===== config.mk =====
export PLATFORM = sky130hd
export DESIGN_NAME = config_int_add_clkgate_pipe_flat
export DESIGN_NICKNAME = d
export VERILOG_FILES = /design/src/rtl/config_int_add_clkgate_pipe_if.sv /design/src/rtl/config_int_add_clkgate_pipe.sv /design/src/flat_wrapper.sv
export SDC_FILE = /design/constraint.sdc
export NUM_CORES = 1
export LEC_CHECK = 0
export CAP_MARGIN = 20
export CORE_ASPECT_RATIO = 0.7
export CORE_MARGIN = 2
export CORE_UTILIZATION = 50
export CTS_BUF_LIST = sky130_fd_sc_hd__clkbuf_2
export DETAILED_ROUTE_END_ITERATION = 12
export PLACE_DENSITY = 0.8
export SLEW_MARGIN = 10
export SYNTH_ARGS = -nofsm -noshare
export SYNTH_HDL_FRONTEND = slang
export SYNTH_SLANG_ARGS = --single-unit

===== constraint.sdc =====
create_clock -name clk -period 6.6 [get_ports clk]
set_input_delay 0.66 -clock clk [delete_from_list [all_inputs] [get_ports clk]]
set_output_delay 0.66 -clock clk [all_outputs]
set_load 0.02 [all_outputs]

===== src/rtl/config_int_add_clkgate_pipe_if.sv =====
// rtl/config_int_add_clkgate_pipe_if.sv - operand, config and result signals of the approximate adder
// acc_mode exists only when APX_ACC_EN is defined.
interface config_int_add_clkgate_pipe_if #(
  parameter int DATA_PATH_BITWIDTH = 32,
  parameter int CFGW = $clog2(DATA_PATH_BITWIDTH) + 1
);
  logic                          reg_en;
  logic                          in_valid;
  logic                          in_ready;
  logic [DATA_PATH_BITWIDTH-1:0] a;
  logic [DATA_PATH_BITWIDTH-1:0] b;
  logic                          cfg_valid;
  logic                          cfg_ready;
  logic [CFGW-1:0]               cfg_apx_bits;
  logic [CFGW-1:0]               apx_bits_o;
  logic [DATA_PATH_BITWIDTH-1:0] c;
  logic                          carry_o;
  logic                          out_valid;
`ifdef APX_ACC_EN
  logic                          acc_mode;
`endif

  modport master (
`ifdef APX_ACC_EN
    output acc_mode,
`endif
    output reg_en, in_valid, a, b, cfg_valid, cfg_apx_bits,
    input  in_ready, cfg_ready, apx_bits_o, c, carry_o, out_valid
  );

  modport slave (
`ifdef APX_ACC_EN
    input  acc_mode,
`endif
    input  reg_en, in_valid, a, b, cfg_valid, cfg_apx_bits,
    output in_ready, cfg_ready, apx_bits_o, c, carry_o, out_valid
  );
endinterface


===== src/rtl/config_int_add_clkgate_pipe.sv =====
// rtl/config_int_add_clkgate_pipe.sv - 2-stage clock-gated approximate adder with runtime LSB count
// Optional accumulate mode is enabled by the APX_ACC_EN macro.
module config_int_add_clkgate_pipe #(
  parameter int DATA_PATH_BITWIDTH = 32,
  parameter int MAX_APX_BITS       = 16,
  parameter int DEFAULT_APX_BITS   = 0,
  parameter int CFGW               = $clog2(DATA_PATH_BITWIDTH) + 1
) (
  input logic                        clk,
  input logic                        rst,
  config_int_add_clkgate_pipe_if.slave bus
);
  localparam int W = DATA_PATH_BITWIDTH;

  typedef enum logic [1:0] {RUN, DRAIN, APPLY} state_t;
  state_t state_q;

  logic [W-1:0]    a_q, a_d, b_q, b_d, c_q, c_d;
  logic            carry_q, carry_d;
  logic            v1_q, v1_d;
  logic            out_valid_q, out_valid_d;
  logic [CFGW-1:0] apx_q, apx_d, pend_q, pend_d;
  logic [W-1:0]    keep_mask, new_mask;
  logic [W:0]      sum;
  logic            in_acc, cfg_acc;

  assign bus.in_ready   = bus.reg_en && (state_q == RUN);
  assign bus.cfg_ready  = bus.reg_en && (state_q == RUN);
  assign bus.apx_bits_o = apx_q;
  assign bus.c          = c_q;
  assign bus.carry_o    = carry_q;
  // A pulse frozen by reg_en=0 stays pending and is shown once the block resumes.
  assign bus.out_valid  = out_valid_q && bus.reg_en;

  assign in_acc    = bus.in_valid && bus.in_ready;
  assign cfg_acc   = bus.cfg_valid && bus.cfg_ready;
  assign keep_mask = {W{1'b1}} << apx_q;
  assign new_mask  = {W{1'b1}} << pend_q;

  always_comb begin
    sum = {1'b0, a_q & keep_mask} + {1'b0, b_q & keep_mask};
`ifdef APX_ACC_EN
    if (bus.acc_mode) sum = sum + {1'b0, c_q};
`endif
  end

  always_comb begin
    a_d         = a_q;
    b_d         = b_q;
    c_d         = c_q;
    carry_d     = carry_q;
    v1_d        = v1_q;
    out_valid_d = out_valid_q;
    apx_d       = apx_q;
    pend_d      = pend_q;
    if (bus.reg_en) begin
      v1_d        = in_acc;
      out_valid_d = v1_q;
      // Gated LSB flops are never loaded, so they keep the zero written at reset/APPLY.
      if (in_acc) begin
        a_d = (bus.a & keep_mask) | (a_q & ~keep_mask);
        b_d = (bus.b & keep_mask) | (b_q & ~keep_mask);
      end
      if (v1_q) {carry_d, c_d} = sum;
      if (cfg_acc) begin
        pend_d = (bus.cfg_apx_bits > CFGW'(MAX_APX_BITS)) ? CFGW'(MAX_APX_BITS)
                                                          : bus.cfg_apx_bits;
      end
      if (state_q == APPLY) begin
        apx_d = pend_q;
        a_d   = a_q & new_mask;
        b_d   = b_q & new_mask;
`ifdef APX_ACC_EN
        c_d     = '0;
        carry_d = 1'b0;
`endif
      end
    end
  end

  always_ff @(posedge clk) begin
    if (rst) begin
      state_q     <= RUN;
      a_q         <= '0;
      b_q         <= '0;
      c_q         <= '0;
      carry_q     <= 1'b0;
      v1_q        <= 1'b0;
      out_valid_q <= 1'b0;
      apx_q       <= CFGW'(DEFAULT_APX_BITS);
      pend_q      <= CFGW'(DEFAULT_APX_BITS);
    end else begin
      a_q         <= a_d;
      b_q         <= b_d;
      c_q         <= c_d;
      carry_q     <= carry_d;
      v1_q        <= v1_d;
      out_valid_q <= out_valid_d;
      apx_q       <= apx_d;
      pend_q      <= pend_d;
      if (bus.reg_en) begin
        unique case (state_q)
          RUN:     if (cfg_acc) state_q <= DRAIN;
          // Nothing is accepted in DRAIN, so v1 is always empty after one edge.
          DRAIN:   if (!v1_d) state_q <= APPLY;
          APPLY:   state_q <= RUN;
          default: state_q <= RUN;
        endcase
      end
    end
  end
endmodule

===== src/flat_wrapper.sv =====
// flat-port wrapper written by rule: the top's interface ports become plain ports
module config_int_add_clkgate_pipe_flat 
#(
  parameter int DATA_PATH_BITWIDTH = 32,
  parameter int MAX_APX_BITS       = 16,
  parameter int DEFAULT_APX_BITS   = 0,
  parameter int CFGW               = $clog2(DATA_PATH_BITWIDTH) + 1
)
  (clk, rst, bus_reg_en, bus_in_valid, bus_a, bus_b, bus_cfg_valid, bus_cfg_apx_bits, bus_in_ready, bus_cfg_ready, bus_apx_bits_o, bus_c, bus_carry_o, bus_out_valid);
  config_int_add_clkgate_pipe_if #(.DATA_PATH_BITWIDTH(DATA_PATH_BITWIDTH), .CFGW(CFGW)) bus_i ();
  input logic clk;
  input logic rst;
  input wire logic [$bits(bus_i.reg_en)-1:0] bus_reg_en;
  input wire logic [$bits(bus_i.in_valid)-1:0] bus_in_valid;
  input wire logic [$bits(bus_i.a)-1:0] bus_a;
  input wire logic [$bits(bus_i.b)-1:0] bus_b;
  input wire logic [$bits(bus_i.cfg_valid)-1:0] bus_cfg_valid;
  input wire logic [$bits(bus_i.cfg_apx_bits)-1:0] bus_cfg_apx_bits;
  output wire logic [$bits(bus_i.in_ready)-1:0] bus_in_ready;
  output wire logic [$bits(bus_i.cfg_ready)-1:0] bus_cfg_ready;
  output wire logic [$bits(bus_i.apx_bits_o)-1:0] bus_apx_bits_o;
  output wire logic [$bits(bus_i.c)-1:0] bus_c;
  output wire logic [$bits(bus_i.carry_o)-1:0] bus_carry_o;
  output wire logic [$bits(bus_i.out_valid)-1:0] bus_out_valid;
  assign bus_i.reg_en = bus_reg_en;
  assign bus_i.in_valid = bus_in_valid;
  assign bus_i.a = bus_a;
  assign bus_i.b = bus_b;
  assign bus_i.cfg_valid = bus_cfg_valid;
  assign bus_i.cfg_apx_bits = bus_cfg_apx_bits;
  assign bus_in_ready = bus_i.in_ready;
  assign bus_cfg_ready = bus_i.cfg_ready;
  assign bus_apx_bits_o = bus_i.apx_bits_o;
  assign bus_c = bus_i.c;
  assign bus_carry_o = bus_i.carry_o;
  assign bus_out_valid = bus_i.out_valid;
  config_int_add_clkgate_pipe #(.DATA_PATH_BITWIDTH(DATA_PATH_BITWIDTH), .MAX_APX_BITS(MAX_APX_BITS), .DEFAULT_APX_BITS(DEFAULT_APX_BITS), .CFGW(CFGW)) u_core (.clk(clk), .rst(rst), .bus(bus_i));
endmodule

* Word level (Yosys, flattened, before mapping)
Index checks and enable logic that the tools add are counted.
** Operators by class
- $add $sub $neg :: 1
- Order comparisons :: 1
- Equal/unequal tests :: 4
- Shift operators :: 2
- Muxes and demuxes :: 9
- Bitwise gates (word level) :: 11
- Reduce and logical (&&, ||, !) cells :: 11
** Operators by type and width (number)
- $and 32x32->32 :: 8
- $mux 32 :: 4
- $or 32x32->32 :: 2
- $shl 32x6->32 const A :: 2
- $add 32x32->33 :: 1
- $not 32->32 :: 1
- $reduce_and 2->1 :: 4
- $gt 6x5->1 const B :: 1
- $mux 6 :: 1
- $logic_and 1x1->1 :: 4
- $mux 2 :: 2
- $pmux 2 s2 :: 1
- $reduce_and 3->1 :: 1
- $eq 2x1->1 const B :: 1
- $eq 2x2->1 const B :: 1
- $logic_not 2->1 :: 1
- $ne 2x1->1 const B :: 1
- $ne 2x2->1 const B :: 1
- $reduce_bool 2->1 :: 1
- $mux 1 :: 1
** Word-level totals
- Flip-flop bits (word level) :: 113
- Input bits :: 75
- Output and inout port bits :: 42
- Word-level logic and storage cells :: 48

* Longest topological paths before layout
- Word-level depth :: 6
- Depth in mapped cells :: 15
- Depth with buffers taken out :: 13

* Worst setup path after synthesis
Ideal clock, no wire load.
- Kind :: flip-flop to flip-flop
- Start :: reg u_core.apx_q[3] (netlist: u_core.bus.apx_bits_o[3])
- End :: reg u_core.c_q[29] (netlist: u_core.bus.c[29])
- Library setup time :: 0.095 ns
- Data arrival time :: 3.093 ns
- Required time :: 6.505 ns
- Slack :: 3.411 ns
- Cell stages (with the launch flop) :: 14
- Path buffers :: 2
- Clock period less this slack :: 3.189 ns
- Path through :: dfxtp_1 > clkbuf_1 > clkbuf_1 > nand2_1 > nor2_1 > nor2_1 > and2_1 > ha_1 > and2_1 > and4_1 > a221o_2 > and3_4 > a211o_1 > o311ai_1
** Between the ends
- Word-level cells in the longest chain between the ends :: 3
- Elaborated cells on any way between the ends :: 4
- Classes of those cells :: add/sub (1); shift (1); bitwise (2)
** RTL lines
- start, declared :: RTL line config_int_add_clkgate_pipe.sv:22 : logic [CFGW-1:0] apx_q, apx_d, pend_q, pend_d;
- start signal, assigned :: RTL line config_int_add_clkgate_pipe.sv:90 : apx_q <= CFGW'(DEFAULT_APX_BITS);
- start signal, assigned :: RTL line config_int_add_clkgate_pipe.sv:99 : apx_q <= apx_d;
- $shl 32x6->32 * :: RTL line config_int_add_clkgate_pipe.sv:37 : assign keep_mask = {W{1'b1}} << apx_q;
- $and 32x32->32 :: RTL line config_int_add_clkgate_pipe.sv:41 : sum = {1'b0, a_q & keep_mask} + {1'b0, b_q & keep_mask};
- $add 32x32->33 * :: RTL line config_int_add_clkgate_pipe.sv:41
- end signal, assigned :: RTL line config_int_add_clkgate_pipe.sv:86 : c_q <= '0;
- end signal, assigned :: RTL line config_int_add_clkgate_pipe.sv:95 : c_q <= c_d;
- end, declared :: RTL line config_int_add_clkgate_pipe.sv:18 : logic [W-1:0] a_q, a_d, b_q, b_d, c_q, c_d;
Every way passes the cells marked *; elsewhere a longest branch is shown, timed or not.
A chain may end at the register's enable or synchronous reset.

* Worst setup path in the final report
- Start :: reg u_core.apx_q[5] (netlist: u_core.bus.apx_bits_o[5])
- End :: reg u_core.c_q[30] (netlist: u_core.bus.c[30])
The elaborated chain is that of the path after synthesis.

==> metrics.md <==
| Metric | Value |
|---|---|
| Result of the run | finished, final reports clean |
| Fraction of met1 tracks used by global routing | 45.9% |
| Ratio of total power to cell area | 171 mW/mm² |
| Avg Cell Area, Syn | 7.79 µm² |
| I/O Pins | 117 |
| Total half-perimeter wirelength after legalization and detailed placement | 16500 µm |
| First-pass GRT wire length | 34700 µm |
| Post-CTS Setup Bufs | 0 |
| Initial cell density of the core | 52.0% |
| Dominant cell type by count on the critical path | a21oi_1 |
| Worst slew margin | 31.6% |
| Critical path endpoint category | flip-flop |
| Kind of cell with the highest combined delay on the critical path | compound AO/OA/AOI/OAI gates |
| 1st-pass router iterations | 5 |
| Die height | 103 µm |
| Clock Pin Slew Worst Setup and Hold Paths | 0.20 ns |
| Port Buffers | 116 |
| Achievable clock frequency | 258 MHz |
| Clk_lat worst skew | 0.71 ns |
| Max-Cap Viols | 0 |
| Library cell contributing the largest single delay on the critical path | dfxtp_1 |
| Total Wirelength | 22000 µm |
| Final period util | 58.8% |
| Largest vdd supply drop | 0.113 mV |
| Category of the critical setup timing path | reg2reg |
| Cell-by-cell listing of the critical path | or3_1 -> nor2_1 -> and2_1 -> ha_1 -> fa_1 -> a21oi_1 -> o211ai_1 -> a21oi_2 -> a21oi_1 -> o31ai_1 -> mux2i_1 -> o311ai_0 |
| Number of gates resized after cts | 0 |
| Busiest layer in global routing | met1 |
| Number of antenna violations at the first check in global routing | 0 |
| Share of the yosys chip area belonging to registers | 32.6% |
| Time the worst path needs with I/O delays and setup | 3.88 ns |
| Hold buffer count at CTS | 0 |
| Sum Neg Setup Slack | 0 ns |
| Share of the synthesized area in the top cell type | 32.6% |
| Clk root buf | clkbuf_2 |
| Pin count of the biggest net entering global routing | 99 |
| Net count after synthesis | 999 |
| Number of DRC violations after detailed routing | 0 |
| Via count of the first global-routing pass | 6468 |
| Logic depth of the worst setup path including buffers | 12 |
| Violation count after the first detailed-routing iteration | 886 |
| DR WL/cell | 18.8 µm |
| Number of CTS-inserted buffers | 17 |
| Total die area | 0.0149 mm² |
| Area of the placeable core | 0.0134 mm² |
| Syn. warnings | 0 |
| Dominant cells by area after synthesis | dfxtp_1, a32oi_1, nor2_1 |
| Unrepaired setup endpoints after global routing | no |
| Die outline width | 145 µm |
| Final #Nets | 1081 |
| Residual antenna-violating net count after detailed routing | 0 |
| Measured slew at the worst slew-check pin | 1.03 ns |
| Utilization after layout | 62.7% |
| Maximum root-to-sink buffer count | 2 |
| Std cell rows | 35 |
| Post-synth EDFFs | 0 |
| Count of H-tree levels built during CTS | 4 |
| Number of stages on the worst hold path | 2 |
| Post-Synthesis Cells | 891 |
| Met3 Use GR | 7.80% |
| Final Max Tran Viols | 0 |
| Required time of the critical path | 7.18 ns |
| Via density per instance | 6.19 |
| Diodes inserted | 0 |
| Fraction of met2 tracks used by global routing | 43.3% |
| Synth async-reset ratio | 0% |
| Most area-hungry cell type in the Yosys netlist | dfxtp_1 |
| # clock sinks | 113 |
| Final Hold Violating Endpoints | 0 |
| Leakage power summed over all cells | 3.23 nW |
| Worst EP arrival | 4.46 ns |
| Placer Congestion | 1.01 |
| Top_reg_cell synth | dfxtp_1 |
| Netlist cell types | 62 |
| Total standard cell area after synthesis | 0.00694 mm² |
| Final setup violation count | 0 |
| Worst hold path class | reg2reg |
| Worst hold slack | 0.464 ns |
| Post-route clock skew | 0.0442 ns |
| Fraction of final layout cells with drive strength greater than 1 | 6.29% |
| Biggest cell delay along the critical path | 0.93 ns |
| Total buffers and inverters traversed by the critical path | 0 |
| CTS tree | built |
| Type of origin of the critical path | flip-flop |
| Maximum fanout count along the critical path | 27 |
| Post-route total power | 1.43 mW |
| Number of cells on the worst reg-to-reg path | 12 |
| Layout overhead on the synthesized area | 20.6% |
| Overall routing resource usage | 30.5% |
| Global route overflow | 0 |
| Register bit count reported by yosys | 113 |
| Vias after detailed routing | 7246 |
cell usage in the layout, fill, tap and decap left out, types with 8 or more instances in the layout:
cell type        netlist  routed
and2_1                65      64
a21o_1                17      17
nor3_1                 9       9
o211ai_1              11      11
nand2b_1               9       9
xnor2_1                8       8
dfxtp_1              113     113
and3_1                15      15
a32oi_1               57      57
clkdlybuf4s50_1        0     115
nand3_1               31      31
a21oi_1               77      77
o21ai_0               34      34
or3_1                 11      11
nand4_1               12      12
o221ai_1              13      13
nand2_1               88      88
a22oi_1                9       9
clkbuf_2               0      18
o21a_1                 8       8
nor2b_1                9       8
nor2_1               115     115
ha_1                  32      32
worst paths after layout:
kind	startpoint	endpoint	slack, ns
hold / removal	u_core.bus.c[6]	u_core.bus.c[6]	0.46
hold reg to reg	u_core.bus.c[6]	u_core.bus.c[6]	0.46
setup / recovery	u_core.bus.apx_bits_o[5]	u_core.bus.c[30]	2.72
setup reg to reg	u_core.bus.apx_bits_o[5]	u_core.bus.c[30]	2.72
layer usage:
layer | routed length [µm] | share of wire, %
met5 | 0 | 0
met4 | 268 | 1.2
met3 | 2380 | 11
met2 | 8950 | 41
met1 | 10400 | 47
area by class of cell:
type	count	area (µm²)
well taps	185	231
repair buffers	120	1200
multi-input cells	717	4440
inverters	4	15.0
flip-flops and latches	113	2260
fillers	1225	4980
clock buffers	18	90.1
clock inverters	14	134
synth_stat cells, types with 11 or more instances:
cell      number
nor2_1       115
dfxtp_1      113
nand2_1       88
a21oi_1       77
and2_1        65
a32oi_1       57
clkbuf_1      45
o21ai_0       34
ha_1          32
nand3_1       31
a21o_1        17
and3_1        15
o221ai_1      13
nand4_1       12
o211ai_1      11
or3_1         11
power by group:
part | leakage, nW | total (mW) | switching, mW | internal (mW)
clock | 0.135 | 0.451 | 0.308 | 0.143
combinational | 2.18 | 0.259 | 0.145 | 0.114
sequential | 0.918 | 0.721 | 0.0136 | 0.708
worst reg2reg max path: stages (launching register included):
cell,delay [ns]
dfxtp_1,0.93
or3_1,0.28
nor2_1,0.10
and2_1,0.17
ha_1,0.22
fa_1,0.41
a21oi_1,0.25
o211ai_1,0.15
a21oi_2,0.26
a21oi_1,0.19
o31ai_1,0.46
mux2i_1,0.24
o311ai_0,0.13
per-stage QoR:
step,setup slack [ns],instance area [µm²],cells
floorplan,3.41,6940,891
global placement,2.83,8120,1137
detailed placement,2.74,8120,1137
CTS,2.83,8350,1169
global route,2.44,8370,1171
finish,2.72,8370,1171
kinds of logic (layout without fill, tap and decap cells):
logic type,after synthesis,count (layout),share of synthesized area [%]
buffers and inverters,61,156,3.48
multiplexers,6,6,0.901
XOR/XNOR,14,14,1.77
AO/OA/AOI/OAI,280,280,28.2
flip-flops,113,113,32.6
adder cells (fa/ha/maj),33,33,6.06
AND/OR/NAND/NOR,384,384,27.0
Note: power is estimated with default switching activity, not from simulation.
